$ cat src/rtl/ex_mem_stage.sv
// EX/MEM pipeline register: resolves branches/jumps, checks load/store alignment and
// holds up to two entries in a skid buffer so out_ready never reaches in_ready combinationally.
module ex_mem_stage #(
  parameter int unsigned XLEN = 32
) (
  input  logic            clk,
  input  logic            rst_n,
  input  logic            flush,
  input  logic            in_valid,
  output logic            in_ready,
  input  logic [XLEN-1:0] in_alu_result,
  input  logic            in_alu_zero,
  input  logic [XLEN-1:0] in_pc_plus4,
  input  logic [XLEN-1:0] in_target,
  input  logic [XLEN-1:0] in_store_data,
  input  logic [4:0]      in_rd,
  input  logic            in_rd_we,
  input  logic            in_mem_read,
  input  logic            in_mem_write,
  input  logic            in_is_branch,
  input  logic            in_is_jump,
  input  logic [2:0]      in_funct3,
  output logic            out_valid,
  input  logic            out_ready,
  output logic [XLEN-1:0] out_result,
  output logic [XLEN-1:0] out_store_data,
  output logic [4:0]      out_rd,
  output logic            out_rd_we,
  output logic            out_mem_read,
  output logic            out_mem_write,
  output logic [2:0]      out_funct3,
  output logic            out_misaligned,
  output logic            redirect,
  output logic [XLEN-1:0] redirect_pc
);

  typedef struct packed {
    logic [XLEN-1:0] result;
    logic [XLEN-1:0] store_data;
    logic [4:0]      rd;
    logic            rd_we;
    logic            mem_read;
    logic            mem_write;
    logic [2:0]      funct3;
    logic            misaligned;
  } entry_t;

  entry_t          main_q, skid_q, entry_d;
  logic            main_valid_q, skid_valid_q;
  logic            redirect_q;
  logic [XLEN-1:0] redirect_pc_q;
  logic            br_cond, taken, misaligned, accept, pop;

  assign in_ready = ~skid_valid_q;
  assign accept   = in_valid & ~skid_valid_q & ~flush;
  assign pop      = main_valid_q & out_ready;

  // SLT/SLTU result bit 0 carries the compare outcome for the ordered branches.
  always_comb begin
    br_cond = 1'b0;
    case (in_funct3)
      3'b000:         br_cond = in_alu_zero;
      3'b001:         br_cond = ~in_alu_zero;
      3'b100, 3'b110: br_cond = in_alu_result[0];
      3'b101, 3'b111: br_cond = ~in_alu_result[0];
      default:        br_cond = 1'b0;
    endcase
    taken = in_is_jump | (in_is_branch & br_cond);
  end

  always_comb begin
    misaligned = 1'b0;
    if (in_mem_read | in_mem_write) begin
      case (in_funct3[1:0])
        2'b10:   misaligned = |in_alu_result[1:0];
        2'b01:   misaligned = in_alu_result[0];
        default: misaligned = 1'b0;
      endcase
    end
  end

  always_comb begin
    entry_d            = '0;
    entry_d.result     = in_is_jump ? in_pc_plus4 : in_alu_result;
    entry_d.store_data = in_store_data;
    entry_d.rd         = in_rd;
    entry_d.rd_we      = in_rd_we & ~(in_is_branch & ~in_is_jump) & ~misaligned;
    entry_d.mem_read   = in_mem_read & ~misaligned;
    entry_d.mem_write  = in_mem_write & ~misaligned;
    entry_d.funct3     = in_funct3;
    entry_d.misaligned = misaligned;
  end

  always_ff @(posedge clk) begin
    if (!rst_n) begin
      main_q        <= '0;
      skid_q        <= '0;
      main_valid_q  <= 1'b0;
      skid_valid_q  <= 1'b0;
      redirect_q    <= 1'b0;
      redirect_pc_q <= '0;
    end else begin
      redirect_q <= accept & taken;
      if (accept & taken) begin
        redirect_pc_q <= in_target & ~{{(XLEN-1){1'b0}}, 1'b1};
      end
      if (flush) begin
        main_valid_q <= 1'b0;
        skid_valid_q <= 1'b0;
      end else if (!main_valid_q) begin
        if (accept) begin
          main_q       <= entry_d;
          main_valid_q <= 1'b1;
        end
      end else if (pop && skid_valid_q) begin
        main_q       <= skid_q;
        skid_valid_q <= 1'b0;
      end else if (pop) begin
        if (accept) begin
          main_q <= entry_d;
        end else begin
          main_valid_q <= 1'b0;
        end
      end else if (accept) begin
        skid_q       <= entry_d;
        skid_valid_q <= 1'b1;
      end
    end
  end

  assign out_valid      = main_valid_q;
  assign out_result     = main_q.result;
  assign out_store_data = main_q.store_data;
  assign out_rd         = main_q.rd;
  assign out_rd_we      = main_q.rd_we;
  assign out_mem_read   = main_q.mem_read;
  assign out_mem_write  = main_q.mem_write;
  assign out_funct3     = main_q.funct3;
  assign out_misaligned = main_q.misaligned;
  assign redirect       = redirect_q;
  assign redirect_pc    = redirect_pc_q;

endmodule
$ cat config.mk
export PLATFORM = sky130hd
export DESIGN_NAME = ex_mem_stage
export DESIGN_NICKNAME = d
export VERILOG_FILES = /design/src/rtl/ex_mem_stage.sv
export SDC_FILE = /design/constraint.sdc
export NUM_CORES = 1
export LEC_CHECK = 0
export CAP_MARGIN = 20
export CORE_ASPECT_RATIO = 1.2
export CORE_MARGIN = 5
export CORE_UTILIZATION = 49
export DETAILED_ROUTE_END_ITERATION = 12
export PLACE_DENSITY = 0.88
export SYNTH_ARGS = -nofsm -noshare
export SYNTH_HDL_FRONTEND = slang
export SYNTH_SLANG_ARGS = --single-unit
$ cat constraint.sdc
create_clock -name clk -period 2.45 [get_ports clk]
set_input_delay 0.3675 -clock clk [delete_from_list [all_inputs] [get_ports clk]]
set_output_delay 0.3675 -clock clk [all_outputs]
set_load 0.03 [all_outputs]
==> results of run 1 <==
per-layer routing:
metal | vias up | global-route usage | part of all wire
li1 | 3531 | - | -
met1 | 3362 | 0.281 | 0.40
met2 | 269 | 0.415 | 0.50
met3 | 59 | 0.0462 | 0.052
met4 | 0 | 0.124 | 0.044
met5 | - | 0 | 0
worst max-delay path, stage by stage:
cell and delay, ps:
clkdlybuf4s50_1 580, inv_1 100, ha_1 280, or3b_1 470
a311oi_1 380, nor3_1 80
cell type report:
type | instances | area [um^2]
Tap cell | 208 | 260
Fill cell | 1201 | 4520
Multi-Input combinational cell | 617 | 3600
Sequential cell | 186 | 3720
Antenna cell | 1 | 2.50
Clock buffer | 17 | 425
Clock inverter | 14 | 123
Inverter | 4 | 15.0
Timing Repair Buffer | 279 | 2850
logic make-up after synthesis:
logic type,Yosys count
AOI/OAI and AO/OA,310
adders and majority gates,4
buffers and inverters,85
DFF,186
muxes,64
other,1
and+or+nand+nor,238
report_power, final:
group          total, uW  switching (uW)  internal [uW]  leakage (uW)
clock network       2570            1170           1400      0.000258
registers           3220            65.9           3150       0.00152
logic               1220             637            578       0.00260
how the worst max path moves through the flow:
| stage | endpoint | slack (ps) | cells past startpoint |
|---|---|---|---|
| CTS | in_ready | 480 | 2 |
| finish | out_rd_we | 490 | 6 |
| global route | out_rd_we | 380 | 6 |
| floorplan | skid_q[68] | 810 | 6 |
| detailed placement | skid_q[15] | 120 | 6 |
| global placement | skid_q[7] | 180 | 6 |
metrics by stage:
stage | utilization | power [uW]
finish | 0.709 | 7010
detailed placement | 0.673 | 4500
floorplan | - | 3880
CTS | 0.709 | 7060
global placement | 0.673 | 4470
global route | 0.709 | 7280
flip-flops by register name, summed over array words and instances (netlist names), 3 cells and up:
name and flops:
skid_q 76, out_result 32, out_store_data 32, redirect_pc 31, out_rd 5, out_funct3 3
cell usage in the layout (no fill, tap or decap), drive strengths merged:
master | netlist | final
clkinvlp | 0 | 5
clkbuf | 44 | 17
nor2 | 2 | 2
diode | 0 | 1
nor3 | 5 | 5
clkdlybuf4s50 | 0 | 253
a21boi | 49 | 49
nand2b | 3 | 3
nor3b | 1 | 1
mux2i | 59 | 59
clkinv | 0 | 4
a211oi | 3 | 3
o21ai | 104 | 104
conb | 1 | 1
nand4 | 1 | 1
buf | 37 | 26
a311oi | 1 | 1
mux2 | 5 | 5
bufinv | 0 | 1
o211a | 27 | 27
or3b | 1 | 1
dfxtp | 186 | 186
o2bb2ai | 1 | 1
o22ai | 46 | 46
ha | 4 | 4
inv | 4 | 8
nor2b | 1 | 1
nand4bb | 1 | 1
nand2 | 214 | 214
a21oi | 76 | 76
and2 | 2 | 2
nand3 | 4 | 4
or2 | 3 | 3
o31ai | 2 | 2
o21a | 1 | 1
==> flow_summary.json, run 1 <==
{
  "status": "complete, no violations",
  "cts.sinks": 186,
  "vias_per_cell": 5.45,
  "place.port_buffers": 255,
  "grt_max_degree": 67,
  "synth-compound-area-share": 0.248,
  "cts_root_buf": "clkbuf_16",
  "synth_seq_cells": 186,
  "drv_slew": 0,
  "yosys.area.top_type": "dfxtp_1",
  "ant_nets": 0,
  "grt_pass1_vias": 7238,
  "dr.pass1.iters": 5,
  "cts_resized": 0,
  "hp-class": "in -> reg",
  "track_usage": 0.239,
  "fin_ws_ps": 490,
  "path_max_fanout": 8,
  "die_area_mm2": 0.0183,
  "period_minus_slack_ps": 1960,
  "tightestPinTransition_ps": 660,
  "fmax_mhz": 510,
  "cp.required_ps": 2740,
  "antenna_found_initial": 1,
  "ys.flop_type": "dfxtp_1",
  "htree_levels": 4,
  "synth_seq_area_share": 0.485,
  "overflow": 0,
  "synth-xor-area-share": 0,
  "dp_slack_ps": 124,
  "start_util": 0.495,
  "gp_congestion": 0.811,
  "yosysWarnings": 0,
  "synth_edf_count": 0,
  "drv_cap": 0,
  "layout-drive-gt1-share": 0.0645,
  "yosysMostFrequentCell": "nand2_1",
  "rsz0062_at_grt": "no",
  "tns_ps": 0,
  "stdcell_count": 1326,
  "hp-start": "rst_n",
  "netlist.area_leader.share": 0.485,
  "drt-total-wl_mm": 22.5,
  "worst-r2r-setup-slack_ps": 580,
  "post-dp-hpwl_mm": 15.4,
  "ys_top_cells_by_count": "nand2_1 (214), dfxtp_1 (186), a21oi_1 (76), o21ai_0 (63), mux2i_1 (59)",
  "cp-start-kind": "input port",
  "reg2reg_to": "skid_q[15]",
  "syn_area_per_cell_um2": 8.65,
  "arrival_ps": 2250,
  "dp_cells": 1294,
  "num_vias": 7221,
  "path_class": "in -> reg",
  "clk_latency_ps": 410,
  "ios": 258,
  "synth_nets": 1039,
  "coreArea_mm2": 0.0155,
  "ctsHoldBuffers": 0,
  "synth_area_leaders": "dfxtp_1 (48%), nand2_1 (10%), mux2i_1 (7.7%), a21oi_1 (5.0%), o21ai_0 (4.1%)",
  "synth_cell_type_count": 39,
  "fp.dieH_um": 147,
  "grt_pass1_wl_mm": 36.4,
  "finalHoldViolCount": 0,
  "drcViolationCount": 0,
  "irDropWorstVdd_uv": 401,
  "wl_per_cell_um": 17.0,
  "synth_top_family_by_area": "compound AO/OA/AOI/OAI gates",
  "synth_area_mm2": 0.00768,
  "synth-simple-area-share": 0.125,
  "cellLeakagePower_uw": 0.00438,
  "setup_viol": 0,
  "drtIter0Drc": 622,
  "num_rows": 50,
  "crit_path_start": "in_funct3[0]",
  "synthMuxAreaShare": 0.0842,
  "hold_depth": 3,
  "cts_tree": "yes",
  "area_growth_pct": 43.2,
  "cts.clk_slew.worst_paths_ps": 70,
  "tritoncts.num_buffers": 17,
  "final_cell_area_mm2": 0.0110,
  "holdWs_ps": 357,
  "ff2ff_path_depth": 5,
  "post_cts_buffers": 0,
  "slew-limit-headroom": 0.560,
  "finalNetCount": 1256,
  "syn-instance-count": 888,
  "finalClockSkew_ps": 8.38,
  "power.density_mw_per_mm2": 637,
  "die_w_um": 124,
  "reg2reg_from": "out_valid",
  "cts_buffer_depth": 2,
  "synthAdderAreaFrac": 0.00651,
  "place_area_mm2": 0.0104,
  "period_share": 0.800,
  "async_reset_ff_frac": 0,
  "holdPathEnd": "out_store_data[9]",
  "end_kind": "flip-flop"
}
Power figures use the tool's default switching activity.
==> inputs of run 2 (changes only) <==
--- a/config.mk
+++ b/config.mk
@@ -8,9 +8,9 @@
 export CAP_MARGIN = 20
 export CORE_ASPECT_RATIO = 1.2
 export CORE_MARGIN = 5
-export CORE_UTILIZATION = 49
+export CORE_UTILIZATION = 46
 export DETAILED_ROUTE_END_ITERATION = 12
-export PLACE_DENSITY = 0.88
+export PLACE_DENSITY = 0.84
 export SYNTH_ARGS = -nofsm -noshare
 export SYNTH_HDL_FRONTEND = slang
 export SYNTH_SLANG_ARGS = --single-unit
==> constraint.sdc (replaced) <==
create_clock -name clk -period 2 [get_ports clk]
set_input_delay 0.3 -clock clk [delete_from_list [all_inputs] [get_ports clk]]
set_output_delay 0.3 -clock clk [all_outputs]
set_load 0.03 [all_outputs]
==> flow_summary.json, run 2 (synthesis gave the netlist of run 1 again) <==
{
  "num_rows": 51,
  "cp.required_ps": 1700,
  "critPathSlowestCell": "clkdlybuf4s50_1",
  "wl_per_cell_um": 16.8,
  "cts_tree": "yes",
  "rsz0062_at_grt": "no",
  "multi_input_area_mm2": 0.00360,
  "track_usage": 0.223,
  "crit_chain": "inv_1 > clkdlybuf4s50_1",
  "grt_pass1_vias": 7122,
  "cp-start-kind": "flip-flop",
  "status": "complete, no violations",
  "fp.dieH_um": 152,
  "antenna_found_initial": 1,
  "tightestPinTransition_ps": 503,
  "overflow": 0,
  "post_cts_buffers": 0,
  "grt_use_met1": 0.250,
  "period_minus_slack_ps": 1900,
  "htree_levels": 4,
  "gp_congestion": 0.831,
  "start_util": 0.470,
  "grt_max_degree": 72,
  "finalHoldViolCount": 0,
  "drtIter0Drc": 519,
  "fmax_mhz": 527,
  "tns_ps": 0,
  "cts_root_buf": "clkbuf_16",
  "cts.sinks": 186,
  "largest_reg_flops": 76,
  "slew-limit-headroom": 0.664,
  "final_cell_area_mm2": 0.0112,
  "dr.pass1.iters": 4,
  "cts_resized": 0,
  "finalPower_uw": 8780,
  "path_max_fanout": 7,
  "clk_latency_ps": 420,
  "ctsHoldBuffers": 0,
  "area_growth_pct": 46.0,
  "irDropWorstVdd_uv": 535,
  "ant_nets": 0,
  "period_share": 0.948,
  "met2_usage": 0.390,
  "place.port_buffers": 255,
  "num_vias": 7260,
  "use_met3": 0.0575,
  "finalNetCount": 1264,
  "drv_cap": 0,
  "end_kind": "primary output",
  "die_area_mm2": 0.0194,
  "drv_slew": 0,
  "cts_buffer_depth": 2,
  "finalClockSkew_ps": 8.23,
  "place_area_mm2": 0.0106,
  "post-dp-hpwl_mm": 15.4,
  "critPathMaxStageDelay_ps": 620,
  "path_class": "reg -> out",
  "vias_per_cell": 5.42,
  "ios": 258,
  "fin_util": 0.687,
  "regMostFlops": "skid_q",
  "setup_viol": 0,
  "mostFrequentLayoutCells": "clkdlybuf4s50_1 (253), nand2_1 (213), dfxtp_1 (186)",
  "arrival_ps": 1600,
  "final_common_cell": "clkdlybuf4s50_1",
  "coreArea_mm2": 0.0163,
  "drt-total-wl_mm": 22.6,
  "cellLeakagePower_uw": 0.00448,
  "tritoncts.num_buffers": 17,
  "register_area_mm2": 0.00372,
  "power.density_mw_per_mm2": 783,
  "busiest_layer": "met2",
  "hp-class": "in -> reg",
  "grt_pass1_wl_mm": 34.9,
  "cts.clk_slew.worst_paths_ps": 70,
  "die_w_um": 128,
  "layout-drive-gt1-share": 0.0693,
  "drcViolationCount": 0,
  "num-fill-cells": 1330
}
[run 2: cell types whose count changed in the layout (fill, tap and decap cells not counted), sizes merged]
cell / before / now
buf: 26 / 34
clkinvlp: 5 / 1
bufinv: 1 / 2
clkbuf: 17 / 20
inv: 8 / 9
[run 2: cell type report]
cell class | count | share of cell area
clock inverters | 12 | 0.0123
clock buffers | 20 | 0.0389
repair buffers | 287 | 0.271
well taps | 212 | 0.0237
inverters | 4 | 0.00134
multi-input cells | 617 | 0.321
flip-flops and latches | 186 | 0.332
diodes | 1 | 0.000223
[run 2: stage by stage]
step	hold slack (ps)	setup WS, ps	instances
global placement	440	-138	1306
floorplan	435	363	888
global route	347	52.7	1339
finish	341	103	1339
CTS	321	77.8	1338
detailed placement	446	-210	1306
[run 2: critical path, delay by kind of cell, from the launching register on]
| family | cells | cell delay, ps |
|---|---|---|
| buf+inv | 2 | 700 |
| flops | 1 | 490 |
[run 2: metal layers]
metal | vias to the layer above | part of all wire
met5 | - | 0
met1 | 3432 | 0.40
li1 | 3543 | -
met4 | 0 | 0.046
met2 | 227 | 0.50
met3 | 58 | 0.059
[run 2: where the power goes]
part           switching [uW]  internal (uW)
logic                     782            741
registers                80.6           3860
clock network            1450           1860
[run 2: path summary, 6_finish.rpt]
path	from	end	slack, ps	cells past startpoint
worst max-delay path	skid_valid_q	in_ready	100	2
worst min-delay path	rst_n	out_store_data[10]	340	3
worst max register to register	skid_valid_q	redirect_pc[28]	250	6
worst min register to register	skid_q[41]	skid_q[41]	450	2
